## config.mk

```make
export PLATFORM = sky130hd
export DESIGN_NAME = uart_frame_tx
export DESIGN_NICKNAME = d
export VERILOG_FILES = /design/src/rtl/uart_pkg.sv /design/src/rtl/uart_byte_mux.sv /design/src/rtl/uart_frame_tx.sv
export SDC_FILE = /design/constraint.sdc
export NUM_CORES = 1
export LEC_CHECK = 0
export ABC_AREA = 1
export CAP_MARGIN = 20
export CORE_MARGIN = 10
export CORE_UTILIZATION = 55
export CTS_CLUSTER_SIZE = 30
export DETAILED_ROUTE_END_ITERATION = 6
export PLACE_DENSITY = 0.86
export SLEW_MARGIN = 5
export SYNTH_ARGS = -nofsm -noshare
export SYNTH_HDL_FRONTEND = slang
export SYNTH_SLANG_ARGS = --single-unit
```

## constraint.sdc

```tcl
create_clock -name clk -period 3.27 [get_ports clk]
set_clock_uncertainty 0.05 [all_clocks]
set_input_delay 0.654 -clock clk [delete_from_list [all_inputs] [get_ports clk]]
set_output_delay 0.654 -clock clk [all_outputs]
set_load 0.02 [all_outputs]
```

## src/rtl/uart_pkg.sv

```systemverilog
// Shared definitions for the UART frame transmitter: FSM encodings, the default
// sync byte and the frame-length helper.
package uart_pkg;

    typedef enum logic [1:0] {
        ST_IDLE = 2'd0,
        ST_WAIT = 2'd1,
        ST_SEND = 2'd2,
        ST_DONE = 2'd3
    } state_t;

    localparam logic [7:0] DEFAULT_HEADER = 8'hA5;

    // Bytes per frame: optional header + payload + optional checksum.
    function automatic int frame_total(input int num_bytes, input bit header_en,
                                       input bit csum_en);
        return num_bytes + int'(header_en) + int'(csum_en);
    endfunction

endpackage

```

## src/rtl/uart_byte_mux.sv

```systemverilog
// Selects the byte presented to the TX core for a given frame position:
// header, payload lane (in the configured order) or the running checksum.
module uart_byte_mux
    import uart_pkg::*;
#(
    parameter int         NUM_BYTES   = 5,
    parameter bit         MSB_FIRST   = 1'b0,
    parameter bit         HEADER_EN   = 1'b0,
    parameter logic [7:0] HEADER_BYTE = DEFAULT_HEADER,
    parameter bit         CSUM_EN     = 1'b0
) (
    input  logic [8*NUM_BYTES-1:0] data,
    input  logic [4:0]             byte_idx,
    input  logic [7:0]             csum,
    output logic [7:0]             byte_out,
    output logic                   is_payload
);

    localparam int TOTAL = frame_total(NUM_BYTES, HEADER_EN, CSUM_EN);

    logic [4:0] pay_pos;
    logic [4:0] lane;

    always_comb begin
        pay_pos    = byte_idx - 5'(HEADER_EN);
        lane       = MSB_FIRST ? (5'(NUM_BYTES - 1) - pay_pos) : pay_pos;
        byte_out   = 8'h00;
        is_payload = 1'b0;
        if (HEADER_EN && (byte_idx == 5'd0)) begin
            byte_out = HEADER_BYTE;
        end else if (CSUM_EN && (byte_idx == 5'(TOTAL - 1))) begin
            byte_out = csum;
        end else begin
            is_payload = 1'b1;
            // Loop-compare keeps the lane select in range for any byte_idx value.
            for (int i = 0; i < NUM_BYTES; i++) begin
                if (lane == 5'(i)) begin
                    byte_out = data[i*8 +: 8];
                end
            end
        end
    end

endmodule

```

## src/rtl/uart_frame_tx.sv

```systemverilog
// Frame-level UART send controller: latches a multi-byte word on send and feeds it
// byte by byte to the byte-level TX core via a start/done handshake.
module uart_frame_tx
    import uart_pkg::*;
#(
    parameter int         NUM_BYTES   = 5,
    parameter bit         MSB_FIRST   = 1'b0,
    parameter bit         HEADER_EN   = 1'b0,
    parameter logic [7:0] HEADER_BYTE = DEFAULT_HEADER,
    parameter bit         CSUM_EN     = 1'b0
) (
    input  logic                   clk,
    input  logic                   rst,
    input  logic                   send,
    input  logic [8*NUM_BYTES-1:0] data,
    input  logic                   uart_busy,
    input  logic                   uart_send_done,
    output logic                   uart_send,
    output logic [7:0]             send_data,
    output logic                   send_done,
    output logic                   flag,
    output logic [1:0]             sta,
    output logic [4:0]             byte_idx
);

    localparam int TOTAL = frame_total(NUM_BYTES, HEADER_EN, CSUM_EN);

    state_t                 state;
    logic [8*NUM_BYTES-1:0] data_q;
    logic [7:0]             csum;
    logic [7:0]             mux_byte;
    logic                   mux_is_payload;

    uart_byte_mux #(
        .NUM_BYTES  (NUM_BYTES),
        .MSB_FIRST  (MSB_FIRST),
        .HEADER_EN  (HEADER_EN),
        .HEADER_BYTE(HEADER_BYTE),
        .CSUM_EN    (CSUM_EN)
    ) u_byte_mux (
        .data      (data_q),
        .byte_idx  (byte_idx),
        .csum      (csum),
        .byte_out  (mux_byte),
        .is_payload(mux_is_payload)
    );

    assign flag = (state == ST_IDLE);
    assign sta  = state;

    always_ff @(posedge clk or negedge rst) begin
        if (!rst) begin
            state     <= ST_IDLE;
            data_q    <= '0;
            csum      <= 8'h00;
            byte_idx  <= 5'd0;
            uart_send <= 1'b0;
            send_data <= 8'h00;
            send_done <= 1'b0;
        end else begin
            case (state)
                ST_IDLE: begin
                    send_done <= 1'b0;
                    if (send) begin
                        data_q   <= data;
                        csum     <= 8'h00;
                        byte_idx <= 5'd0;
                        state    <= ST_WAIT;
                    end
                end
                ST_WAIT: begin
                    if (!uart_busy) begin
                        send_data <= mux_byte;
                        uart_send <= 1'b1;
                        state     <= ST_SEND;
                    end
                end
                ST_SEND: begin
                    // Only the core's done pulse advances; busy is irrelevant here.
                    if (uart_send_done) begin
                        uart_send <= 1'b0;
                        if (mux_is_payload) begin
                            csum <= csum ^ send_data;
                        end
                        if (byte_idx == 5'(TOTAL - 1)) begin
                            send_done <= 1'b1;
                            state     <= ST_DONE;
                        end else begin
                            byte_idx <= byte_idx + 5'd1;
                            state    <= ST_WAIT;
                        end
                    end
                end
                ST_DONE: begin
                    send_done <= 1'b0;
                    state     <= ST_IDLE;
                end
                default: begin
                    uart_send <= 1'b0;
                    send_done <= 1'b0;
                    state     <= ST_IDLE;
                end
            endcase
        end
    end

endmodule

```

Word-level counts from Yosys, hierarchy flattened
Cells that the tools add are included.
{ "word_totals": {"latch_bits": 0, "mem_bits_rw": 0, "in_bits": 45, "regBits": 57, "memories": 0, "output_inout_bits": 18, "mem_bits_ro": 0, "word_cells": 52} }
{ "classes": {"shift": 0, "bitwise": 1, "mux": 20, "n_div": 0, "n_lt_le_gt_ge": 0, "multipliers": 0, "eq_ne": 12, "reduce_logical": 12, "n_addsub": 1} }
{ "ops": {"columns": ["op", "n"], "rows": [
  ["8-bit 2-to-1 mux", 5],
  ["5-bit 2-to-1 mux", 3],
  ["5-bit by 2-bit equality test with 1-bit output, second input constant", 2],
  ["2-bit != test, second input constant", 5],
  ["5-bit one-hot mux with 2 select lines", 1],
  ["3-bit AND reduction", 3],
  ["2-bit 2-to-1 mux", 4],
  ["2-bit one-hot mux with 4 select lines", 1],
  ["2-bit nonzero test", 3],
  ["5-bit by 1-bit adder with 5-bit output, second input constant", 1],
  ["5-bit by 1-bit equality test with 1-bit output, second input constant", 1],
  ["5-bit by 3-bit equality test with 1-bit output, second input constant", 1],
  ["5-bit logical NOT", 1],
  ["2-bit equality test, second input constant", 2],
  ["1-bit 2-to-1 mux", 4],
  ["1-bit one-hot mux with 2 select lines", 2],
  ["2-bit AND reduction", 2],
  ["4-bit AND reduction", 1],
  ["2-bit by 1-bit equality test with 1-bit output, second input constant", 1],
  ["2-bit logical NOT", 1],
  ["2-bit OR reduction", 1],
  ["1-bit NOT", 1]
]} }

Logic depth before layout (Yosys ltp)
Gate-level depths: netlist (run 1).
{ "depth": {"word_depth": 6, "mapped_depth": 12, "ltp_nobuf": 12} }

By module
A second synthesis (run 1) with hierarchy kept.
{ "unflattened": {"cells_unflattened": 439, "hier_area_um2": 3359.5} }
{ "modules_own_cells": {"columns": ["mod", "cells_each", "seq_area_each_um2", "area_per_inst_um2", "n_inst"], "rows": [
  ["uart_frame_tx", 350, 1626.6, 2880.3, 1],
  ["uart_byte_mux", 89, 0.0, 479.2, 1]
]} }

Worst setup path after synthesis (run 1)
Ideal clock, no wire load.
{ "synth_path": {"path_kind": "register to register", "start": "reg state[0], in the netlist sta[0]", "end": "reg data_q[0]", "stages_incl_launch_ff": 6, "synth_period_minus_slack_ps": 1883, "required_ps": 3095, "n_path_buf": 1, "setup_slack_ps": 1387, "arrival_ps": 1709, "setup_time_ps": 125, "path_cell_list": "dfrtp_1 inv_1 ha_1 nand2_1 buf_2 mux2_2"} }
{ "synth_between": {"elab_chain_len": 2} }
{ "synth_rtl": {"columns": ["element", "line", "source"], "rows": [
  ["from (decl)", "uart_frame_tx.sv:28", "state_t state;"],
  ["from (signal assigned)", "uart_frame_tx.sv:53", "state <= ST_IDLE;"],
  ["from (signal assigned)", "uart_frame_tx.sv:68", "state <= ST_WAIT;"],
  ["from (signal assigned)", "uart_frame_tx.sv:75", "state <= ST_SEND;"],
  ["2-bit logical NOT", null, null],
  ["via flag", "uart_frame_tx.sv:21", "output logic flag,"],
  ["2-bit AND reduction (no source line)", null, null],
  ["to (signal assigned)", "uart_frame_tx.sv:65", "data_q <= data;"],
  ["to (decl)", "uart_frame_tx.sv:29", "logic [8*NUM_BYTES-1:0] data_q;"]
]} }
The timed path passes the listed nets, and every way through them passes these cells.
A chain may end at the register's enable or synchronous reset.

Final worst setup path (run 1)
{ "layout_path": {"start": "reg state[0], in the netlist sta[0]", "end": "out flag"} }
{ "layout_between": {"elab_chain_len": 1} }
{ "layout_rtl": {"columns": ["element", "line", "source"], "rows": [
  ["2-bit logical NOT", "uart_frame_tx.sv:48", "assign flag = (state == ST_IDLE);"],
  ["to (decl)", "uart_frame_tx.sv:21", null]
]} }
Every way passes these cells.

==> impl_metrics.ini, run 1 <==
[outcome]
status = completed

[detailed_routing]
wire_per_inst_um = 15.11
drt-initial-drc-count = 136
firstDrtPassIters = 4
routed_wl_mm = 6.800
avgViaCountPerCell = 5.153
antenna_left = 0
vias = 2319
drc = 0

[cts]
cts.reportedPaths.clkPinSlew_ns = 0.06
cts_setup_buffers = 0
htreeDepth = 3
cts_resized = 0
cts_buffers = 9
cts_tree = done
root_buffer = clkbuf_8
postCtsHoldBufs = 0
cts_buffer_depth = 2
worstSkewPairLatency_ns = 0.33
clock-sinks = 57

[timing]
slew-limit-headroom = 0.6095
timing.fmax_ghz = 0.4174
period_needed_ns = 2.396
rsz0062_at_grt = false
fin_tns_setup_ns = 0
hold_viol = 0
setup_violations = 0
worst_pin_slew_ns = 0.5857
maxSlewViolCount = 0
period_share = 0.7327

[placed_design]
portBuffers = 62
dpl.hpwl_mm = 4.955
place_congestion = 0.8277
place_inst = 434

[hold_path]
holdCritPathClass = in -> async

[layout]
final_core_util = 0.7428
final_cell_mix = nand2_1 (84), clkdlybuf4s50_1 (61), dfrtp_1 (57)
drive_gt1_frac = 0.1816
final_cells = 450
final_nets = 427
insertedDiodeCount = 0
area_delta_synth_final_pct = 30.52
final_common_cell = nand2_1

[die]
initial_utilization = 0.5691
core_sq_um = 5107
die_x_um = 92.70
num_rows = 26
ios = 63
dieArea_sq_um = 8592
die_height_um = 92.70

[synth]
synth.avg_cell_area_sq_um = 9.346
ys_seq_area_frac = 0.4907
syn_area_sq_um = 2907
postSynthCellCount = 311
ys_ff_latch = 57
synthesis.nets = 363
yosys_warnings = 0
synth_cell_type_count = 26

[flow_run]
maxCapViolCount = 0

[pwr]
swShare = 0.3489
power.leakage_nw = 1.839
power_density_nw_per_um2 = 879.2
p_clk_frac = 0.241
share_seq_of_total_power = 0.359
comb_power_share = 0.400
ir_drop_uv = 461.4
power.internal_w = 0.002172
switchingPower_w = 0.001164

[setup_path]
start_kind = flip-flop
critical_path.endpoint_type = primary output
critical-path-slowest-cell = clkdlybuf4s50_1
worst-path-max-fanout = 4
worstSetupPathType = reg -> out
cp_num_buf_inv = 2
slowest_delay_ns = 0.62
cp.arrival_ns = 1.69
cp_data_required_time_ns = 2.57
critPathTopFamily = buffers and inverters
worstPathCellList = inv_1 > ha_1 > clkdlybuf4s50_1
rrSetupSlack_ns = 1.22

[grt]
antenna_found_initial = 0
gr-total-overflow = 0
grt_usage = 0.1674
grt_max_degree = 46
grt_pass1_vias = 2556
grt_pass1_wl_mm = 11.59
==> worst paths after layout <==
path | from | end | depth (start not counted)
hold / removal | rst | data_q[11] | 1
setup reg to reg | byte_idx[0] | byte_idx[3] | 10
min in group clk | send_data[1] | send_data[1] | 2
setup / recovery | sta[0] | flag | 3
max in group asynchronous | rst | send_done | 2
hold reg to reg | send_data[1] | send_data[1] | 2
==> cell type report <==
| cell class | instances | area, sq um |
|---|---|---|
| Fill cell | 382 | 1314 |
| Sequential cell | 57 | 1426 |
| Multi-Input combinational cell | 207 | 1271 |
| Inverter | 36 | 135.1 |
| Tap cell | 70 | 87.58 |
| Clock inverter | 6 | 105.1 |
| Clock buffer | 10 | 137.6 |
| Timing Repair Buffer | 64 | 630.6 |
==> through the flow <==
stage	cell area (sq um)	hold slack, ns	power (W)	setup WS (ns)
floorplan	2907	0.3084	0.002090	1.387
global placement	3551	0.4163	0.002469	1.076
detailed placement	3551	0.4222	0.002537	1.040
finish	3794	0.2686	0.003335	0.8740
CTS	3794	0.2891	0.003353	0.8595
global route	3794	0.3146	0.003578	0.7564
==> flip-flops by register name (all words and copies together), names as in the netlist <==
| register | count |
|---|---|
| data_q | 40 |
| byte_idx | 5 |
| send_data | 8 |
| sta | 2 |
| uart_send | 1 |
| send_done | 1 |
==> metal layers <==
metal	share of wire	GRT usage	vias to the layer above	wire [um]
met5	0	0	-	0
met4	0.023	0.09126	0	158
met3	0.046	0.04278	12	313
met2	0.51	0.2918	69	3491
met1	0.42	0.1823	1097	2836
li1	-	-	1141	-
==> power groups by stage <==
stage | Combinational (W) | Sequential [W] | Clock [W]
floorplan | 0.000849 | 0.00124 | 0
global placement | 0.00127 | 0.00119 | 0
detailed placement | 0.00133 | 0.00121 | 0
CTS | 0.00135 | 0.00120 | 0.000805
global route | 0.00149 | 0.00124 | 0.000846
finish | 0.00133 | 0.00120 | 0.000802
==> cell families (layout without fill, tap and decap cells) <==
group                      after synthesis  count (layout)  synth area share
and+or+nand+nor                        135             135            0.2165
DFF                                     57              57            0.4907
buffers and inverters                   47             116           0.07189
muxes                                   35              35            0.1356
AOI/OAI and AO/OA                       29              29           0.05209
adders and majority gates                7               7           0.03013
xor gates and xnor gates                 1               1          0.003014
==> cell usage after synthesis <==
cell / instances / area share
nor2_4: 1 / 0.0039
inv_1: 30 / 0.039
o21ai_2: 1 / 0.0030
ha_1: 7 / 0.030
or2_0: 2 / 0.0043
nand3_2: 4 / 0.014
dfrtp_1: 57 / 0.49
nor2_2: 1 / 0.0022
nor3_4: 1 / 0.0056
xor2_1: 1 / 0.0030
nand3_1: 19 / 0.033
or2_1: 2 / 0.0043
clkbuf_1: 1 / 0.0013
nand4_1: 10 / 0.022
o31ai_1: 1 / 0.0026
inv_2: 6 / 0.0077
buf_4: 3 / 0.0077
o21ai_1: 8 / 0.014
mux2_2: 35 / 0.14
o21ai_0: 12 / 0.021
buf_2: 5 / 0.0086
nor2_1: 10 / 0.013
buf_6: 2 / 0.0077
a21oi_1: 7 / 0.012
nor2_8: 1 / 0.0069
nand2_1: 84 / 0.11
Note: power is estimated with default switching activity, not from simulation.
==> run 2: changes to the inputs <==
--- a/config.mk
+++ b/config.mk
@@ -8,10 +8,10 @@
 export ABC_AREA = 1
 export CAP_MARGIN = 20
 export CORE_MARGIN = 10
-export CORE_UTILIZATION = 55
+export CORE_UTILIZATION = 51
 export CTS_CLUSTER_SIZE = 30
 export DETAILED_ROUTE_END_ITERATION = 6
-export PLACE_DENSITY = 0.86
+export PLACE_DENSITY = 0.8
 export SLEW_MARGIN = 5
 export SYNTH_ARGS = -nofsm -noshare
 export SYNTH_HDL_FRONTEND = slang
==> constraint.sdc (replaced) <==
create_clock -name clk -period 2.39 [get_ports clk]
set_clock_uncertainty 0.05 [all_clocks]
set_input_delay 0.478 -clock clk [delete_from_list [all_inputs] [get_ports clk]]
set_output_delay 0.478 -clock clk [all_outputs]
set_load 0.02 [all_outputs]
==> run 2 against run 1 <==
  * Core utilization decreased by 4.9 points
  * Critical path type unchanged
  * Via count decreased by 2.6%
  * Clock power increased by 37%
  * Power increased by 36%
  * Clock-buffer cell count decreased by 1
  * Setup slack got worse by 0.73 ns
  * Non-clock buffer count unchanged
  * Cell count increased by 0.44%
  * Die area increased by 6.1%
  * Sequential power increased by 37%
  * Largest power group unchanged
  * Global-route usage decreased by 1.7 points
  * Combinational power increased by 35%
==> impl_metrics.ini, run 2 (synthesized netlist as in run 1, its figures left out) <==
[timing]
period_needed_ns = 2.246
hold_viol = 0
timing.fmax_ghz = 0.4452
fin_hold_ws_ns = 0.09182
period_share = 0.9399
slew-limit-headroom = 0.6004
fin_tns_setup_ns = 0
worst_pin_slew_ns = 0.5994
rsz0062_at_grt = false
maxSlewViolCount = 0
setup_violations = 0

[layout]
seqCellArea_sq_um = 1426
max_flop_register = data_q
largest_reg_flops = 40
final_nets = 427
insertedDiodeCount = 0
nFillCells = 445
drive_gt1_frac = 0.1816
multi_input_area_sq_um = 1271
final_common_cell = nand2_1
final_core_util = 0.6939
finalInstanceArea_sq_um = 3821
area_delta_synth_final_pct = 31.47
reg.largest.list = data_q: 40 flops, send_data: 8 flops, byte_idx: 5 flops
final_cell_mix = nand2_1 (84), clkdlybuf4s50_1 (61), dfrtp_1 (57)

[cts]
htreeDepth = 3
clock-sinks = 57
cts_buffer_depth = 2
cts_resized = 0
cts_setup_buffers = 0
postCtsHoldBufs = 0
worstSkewPairLatency_ns = 0.34
cts.reportedPaths.clkPinSlew_ns = 0.07
cts_tree = done
root_buffer = clkbuf_8
cts_buffers = 9

[placed_design]
place_area_sq_um = 3578
portBuffers = 62
dpl.hpwl_mm = 4.809
place_congestion = 0.8585

[hold_path]
holdCritPathClass = in -> async

[outcome]
status = completed

[grt]
grt_pass1_vias = 2324
grt_usage = 0.1499
antenna_found_initial = 0
grt_pass1_wl_mm = 10.76
gr-total-overflow = 0
grt_max_degree = 46

[die]
num_rows = 27
die_x_um = 95.49
ios = 63
initial_utilization = 0.5278
core_sq_um = 5507
dieArea_sq_um = 9118
die_height_um = 95.49

[pwr]
swShare = 0.3479
ir_drop_uv = 558.9
switchingPower_w = 0.001581
comb_power_share = 0.397
p_clk_frac = 0.241
power_density_nw_per_um2 = 1189
power.internal_w = 0.002963
share_seq_of_total_power = 0.362
power.leakage_nw = 1.839

[setup_path]
worst_r2r_path_depth = 10
cp.arrival_ns = 1.72
worstSetupPathType = reg -> out
start_kind = flip-flop
cp_data_required_time_ns = 1.86
rrSetupSlack_ns = 0.47
worst-path-max-fanout = 4
critical_path.endpoint_type = primary output

[detailed_routing]
firstDrtPassIters = 4
antenna_left = 0
drt-initial-drc-count = 73
routed_wl_mm = 6.407
avgViaCountPerCell = 4.996
wire_per_inst_um = 14.17
vias = 2258
drc = 0

[flow_run]
maxCapViolCount = 0
-- run 2: changes by cell type in the layout (fill, tap and decap cells not counted) --
cell / change
buf_4: -2
clkinv_4: +1
clkinvlp_4: +2
buf_12: +2
clkbuf_8: -1
clkinv_2: -2
-- run 2: power groups by stage --
stage,logic (W),clock network (W),registers (W)
floorplan,0.00116,0,0.00170
global placement,0.00177,0,0.00164
detailed placement,0.00182,0,0.00166
CTS,0.00183,0.00111,0.00164
global route,0.00201,0.00116,0.00169
finish,0.00180,0.00110,0.00164
-- run 2: worst paths after layout --
kind | start | end
min in group clk | send_data[4] | send_data[4]
min | rst | data_q[14]
max in group asynchronous | rst | data_q[33]
min reg2reg | send_data[4] | send_data[4]
max | sta[0] | flag
max reg2reg | byte_idx[0] | byte_idx[3]
-- run 2: layout make-up --
type | count | area share
clock buffers | 9 | 0.03242
clock inverters | 7 | 0.03111
inverters | 36 | 0.03536
multi-input cells | 207 | 0.3327
flip-flops and latches | 57 | 0.3733
well taps | 72 | 0.02358
repair buffers | 64 | 0.1716
-- run 2: critical path, stage by stage (launching register included) --
cell and delay (ns):
dfrtp_1 0.41, inv_1 0.11, ha_1 0.23, clkdlybuf4s50_1 0.64
-- run 2: metal layers --
layer / wire length (um) / up-vias / track usage
met3: 362 / 14 / 0.03771
met2: 3021 / 51 / 0.2358
met5: 0 / - / 0
met4: 157 / 0 / 0.07617
li1: - / 1145 / -
met1: 2866 / 1048 / 0.1872
-- run 2: metrics by stage --
stage / setup slack, ns / power [W] / std cells
floorplan: 0.5067 / 0.002860 / 311
global placement: 0.5262 / 0.003410 / 436
detailed placement: 0.4858 / 0.003474 / 436
CTS: 0.1110 / 0.004588 / 452
global route: 0.08940 / 0.004860 / 452
finish: 0.1436 / 0.004544 / 452
==> run 3: changes to the inputs <==
--- a/config.mk
+++ b/config.mk
@@ -6,12 +6,11 @@
 export NUM_CORES = 1
 export LEC_CHECK = 0
 export ABC_AREA = 1
-export CAP_MARGIN = 20
 export CORE_MARGIN = 10
-export CORE_UTILIZATION = 51
+export CORE_UTILIZATION = 46
 export CTS_CLUSTER_SIZE = 30
 export DETAILED_ROUTE_END_ITERATION = 6
-export PLACE_DENSITY = 0.8
+export PLACE_DENSITY = 0.76
 export SLEW_MARGIN = 5
 export SYNTH_ARGS = -nofsm -noshare
 export SYNTH_HDL_FRONTEND = slang
==> constraint.sdc (replaced) <==
create_clock -name clk -period 1.82 [get_ports clk]
set_clock_uncertainty 0.05 [all_clocks]
set_input_delay 0.364 -clock clk [delete_from_list [all_inputs] [get_ports clk]]
set_output_delay 0.364 -clock clk [all_outputs]
set_load 0.02 [all_outputs]
==> run 3 against run 2 <==
  * Register-to-register slack got worse by 0.40 ns
  * Cell count rose by 4.4%
  * Sequential share of layout area fell by 1.4 points
  * Sequential power rose by 32%
  * Non-clock buffer count rose by 17
  * Core utilization fell by 3.3 points
  * Via count rose by 4.5%
  * Power rose by 34%
  * Flip-flop and latch count did not move
  * Die area rose by 8.6%
  * Critical path depth fell by 2
  * Clock-buffer cell count rose by 6
  * Critical path type unchanged
  * Largest cell class unchanged
==> impl_metrics.ini, run 3 (synthesized netlist as in run 1, its figures left out) <==
[outcome]
status = completed

[cts]
htreeDepth = 3
worstSkewPairLatency_ns = 0.34
clock-sinks = 57
cts_tree = done
cts.reportedPaths.clkPinSlew_ns = 0.06
root_buffer = clkbuf_8
cts_buffers = 9
cts_buffer_depth = 2

[grt]
top_usage_layer = met2
grtUsageMet2 = 0.2480
grt_usage = 0.1508
grtUsageMet1 = 0.1733
antenna_found_initial = 0
gr-total-overflow = 0
grt_pass1_vias = 2527
met3_usage = 0.04429
grt_max_degree = 34
grt_pass1_wl_mm = 12.08

[layout]
reg.largest.list = data_q: 40 flops, send_data: 8 flops, byte_idx: 5 flops
insertedDiodeCount = 0
final_common_cell = nand2_1
drive_gt1_frac = 0.2343
final_core_util = 0.6609
final_nets = 444
final_cells = 472
nFillCells = 501
area_delta_synth_final_pct = 37.02
final_cell_mix = nand2_1 (82), dfrtp_1 (54), clkdlybuf4s50_1 (54)
max_flop_register = data_q
largest_reg_flops = 40

[setup_path]
critical_path.endpoint_type = primary output
cp_data_required_time_ns = 1.41
worstSetupPathType = reg -> out
slowest_delay_ns = 0.62
path_depth = 1
cp_num_buf_inv = 1
cp.arrival_ns = 1.35
critPathTopFamily = buffers and inverters
worst-path-max-fanout = 4
start_kind = flip-flop
worstPathCellList = clkdlybuf4s50_1
worst_r2r_path_depth = 10
critical-path-slowest-cell = clkdlybuf4s50_1

[die]
die_height_um = 99.49
initial_utilization = 0.4824
ios = 63
num_rows = 28
dieArea_sq_um = 9898
die_x_um = 99.49
core_sq_um = 6026

[hold_path]
hold_depth = 2
holdCritPathClass = reg -> reg

[timing]
fin_hold_ws_ns = 0.4414
timing.fmax_ghz = 0.5679
setup_violations = 0
fin_tns_setup_ns = 0
slew-limit-headroom = 0.5974
maxSlewViolCount = 0
worst_pin_slew_ns = 0.6038
period_needed_ns = 1.761
period_share = 0.9676
hold_viol = 0

[detailed_routing]
wire_per_inst_um = 15.59
drc = 0
antenna_left = 0
routed_wl_mm = 7.357
vias = 2359
firstDrtPassIters = 4
drt-initial-drc-count = 140
avgViaCountPerCell = 4.998

[pwr]
power.leakage_nw = 1.960
total_power_w = 0.006092
ir_drop_uv = 817.6
power_density_nw_per_um2 = 1530

[placed_design]
portBuffers = 62
dpl.hpwl_mm = 5.370
place_congestion = 0.8566
place_inst = 449

[flow_run]
maxCapViolCount = 0
-- run 3: changes by cell type in the layout (fill, tap and decap cells not counted), sizes merged --
cell           before  now
buf                 3   19
clkdlybuf4s50      61   54
dlymetal6s2s        0    1
clkbuf              9   16
dlygate4sd3         0    1
clkinvlp            2    0
bufinv              3    1
dlygate4sd2         0    5
clkinv              2    0
-- run 3: power by group --
group          switching [W]  total (W)  internal [W]
Clock               0.000494    0.00131      0.000820
Combinational        0.00136    0.00261       0.00125
Sequential          0.000315    0.00217       0.00185
-- run 3: worst paths after layout --
path / start / end / slack, ns
max in group asynchronous: rst / sta[0] / 0.60
max: sta[0] / sta[0] / 0.06
min reg2reg: send_data[7] / send_data[7] / 0.44
max reg2reg: byte_idx[1] / byte_idx[1] / 0.07
min: send_data[7] / send_data[7] / 0.44
min in group asynchronous: rst / data_q[10] / 0.52
-- run 3: repair_timing --
action	4_1_cts	5_1_grt
setup endpoints to repair	7	18
hold buffers	1	0
hold endpoints to repair	24	0
cloned	0	0
gates resized for setup	10	12
pin swaps	0	4
buffers inserted	0	6
-- run 3: area by class of cell --
type                       count  area [sq um]  share of cell area
sequential                    57          1430              0.3591
multi-input combinational    207          1301              0.3267
timing repair buffer          81         793.3              0.1992
clock buffer                  15         196.4             0.04932
inverter                      36         137.6             0.03456
tap                           75         93.84             0.02356
clock inverter                 1         30.03            0.007540
-- run 3: per-stage QoR --
step / setup WS (ns) / instance area [sq um]
finish: 0.05899 / 3983
floorplan: 0.04463 / 2910
global placement: 0.07567 / 3661
detailed placement: 0.01431 / 3661
global route: -0.04185 / 3983
CTS: 0.002613 / 3894
-- run 3: worst register-to-register path, stage by stage (launching register included) --
cell     delay [ns]
dfrtp_1        0.39
inv_1          0.10
ha_1           0.15
inv_1          0.06
nor2_4         0.21
nand3_4        0.14
nor2_4         0.18
nor3_4         0.07
buf_4          0.15
nand3_1        0.06
o21ai_0        0.07
-- run 3: metal layers --
layer | share of wire | up-vias
met2 | 0.50 | 57
li1 | - | 1176
met3 | 0.052 | 19
met5 | 0 | -
met4 | 0.027 | 0
met1 | 0.42 | 1107
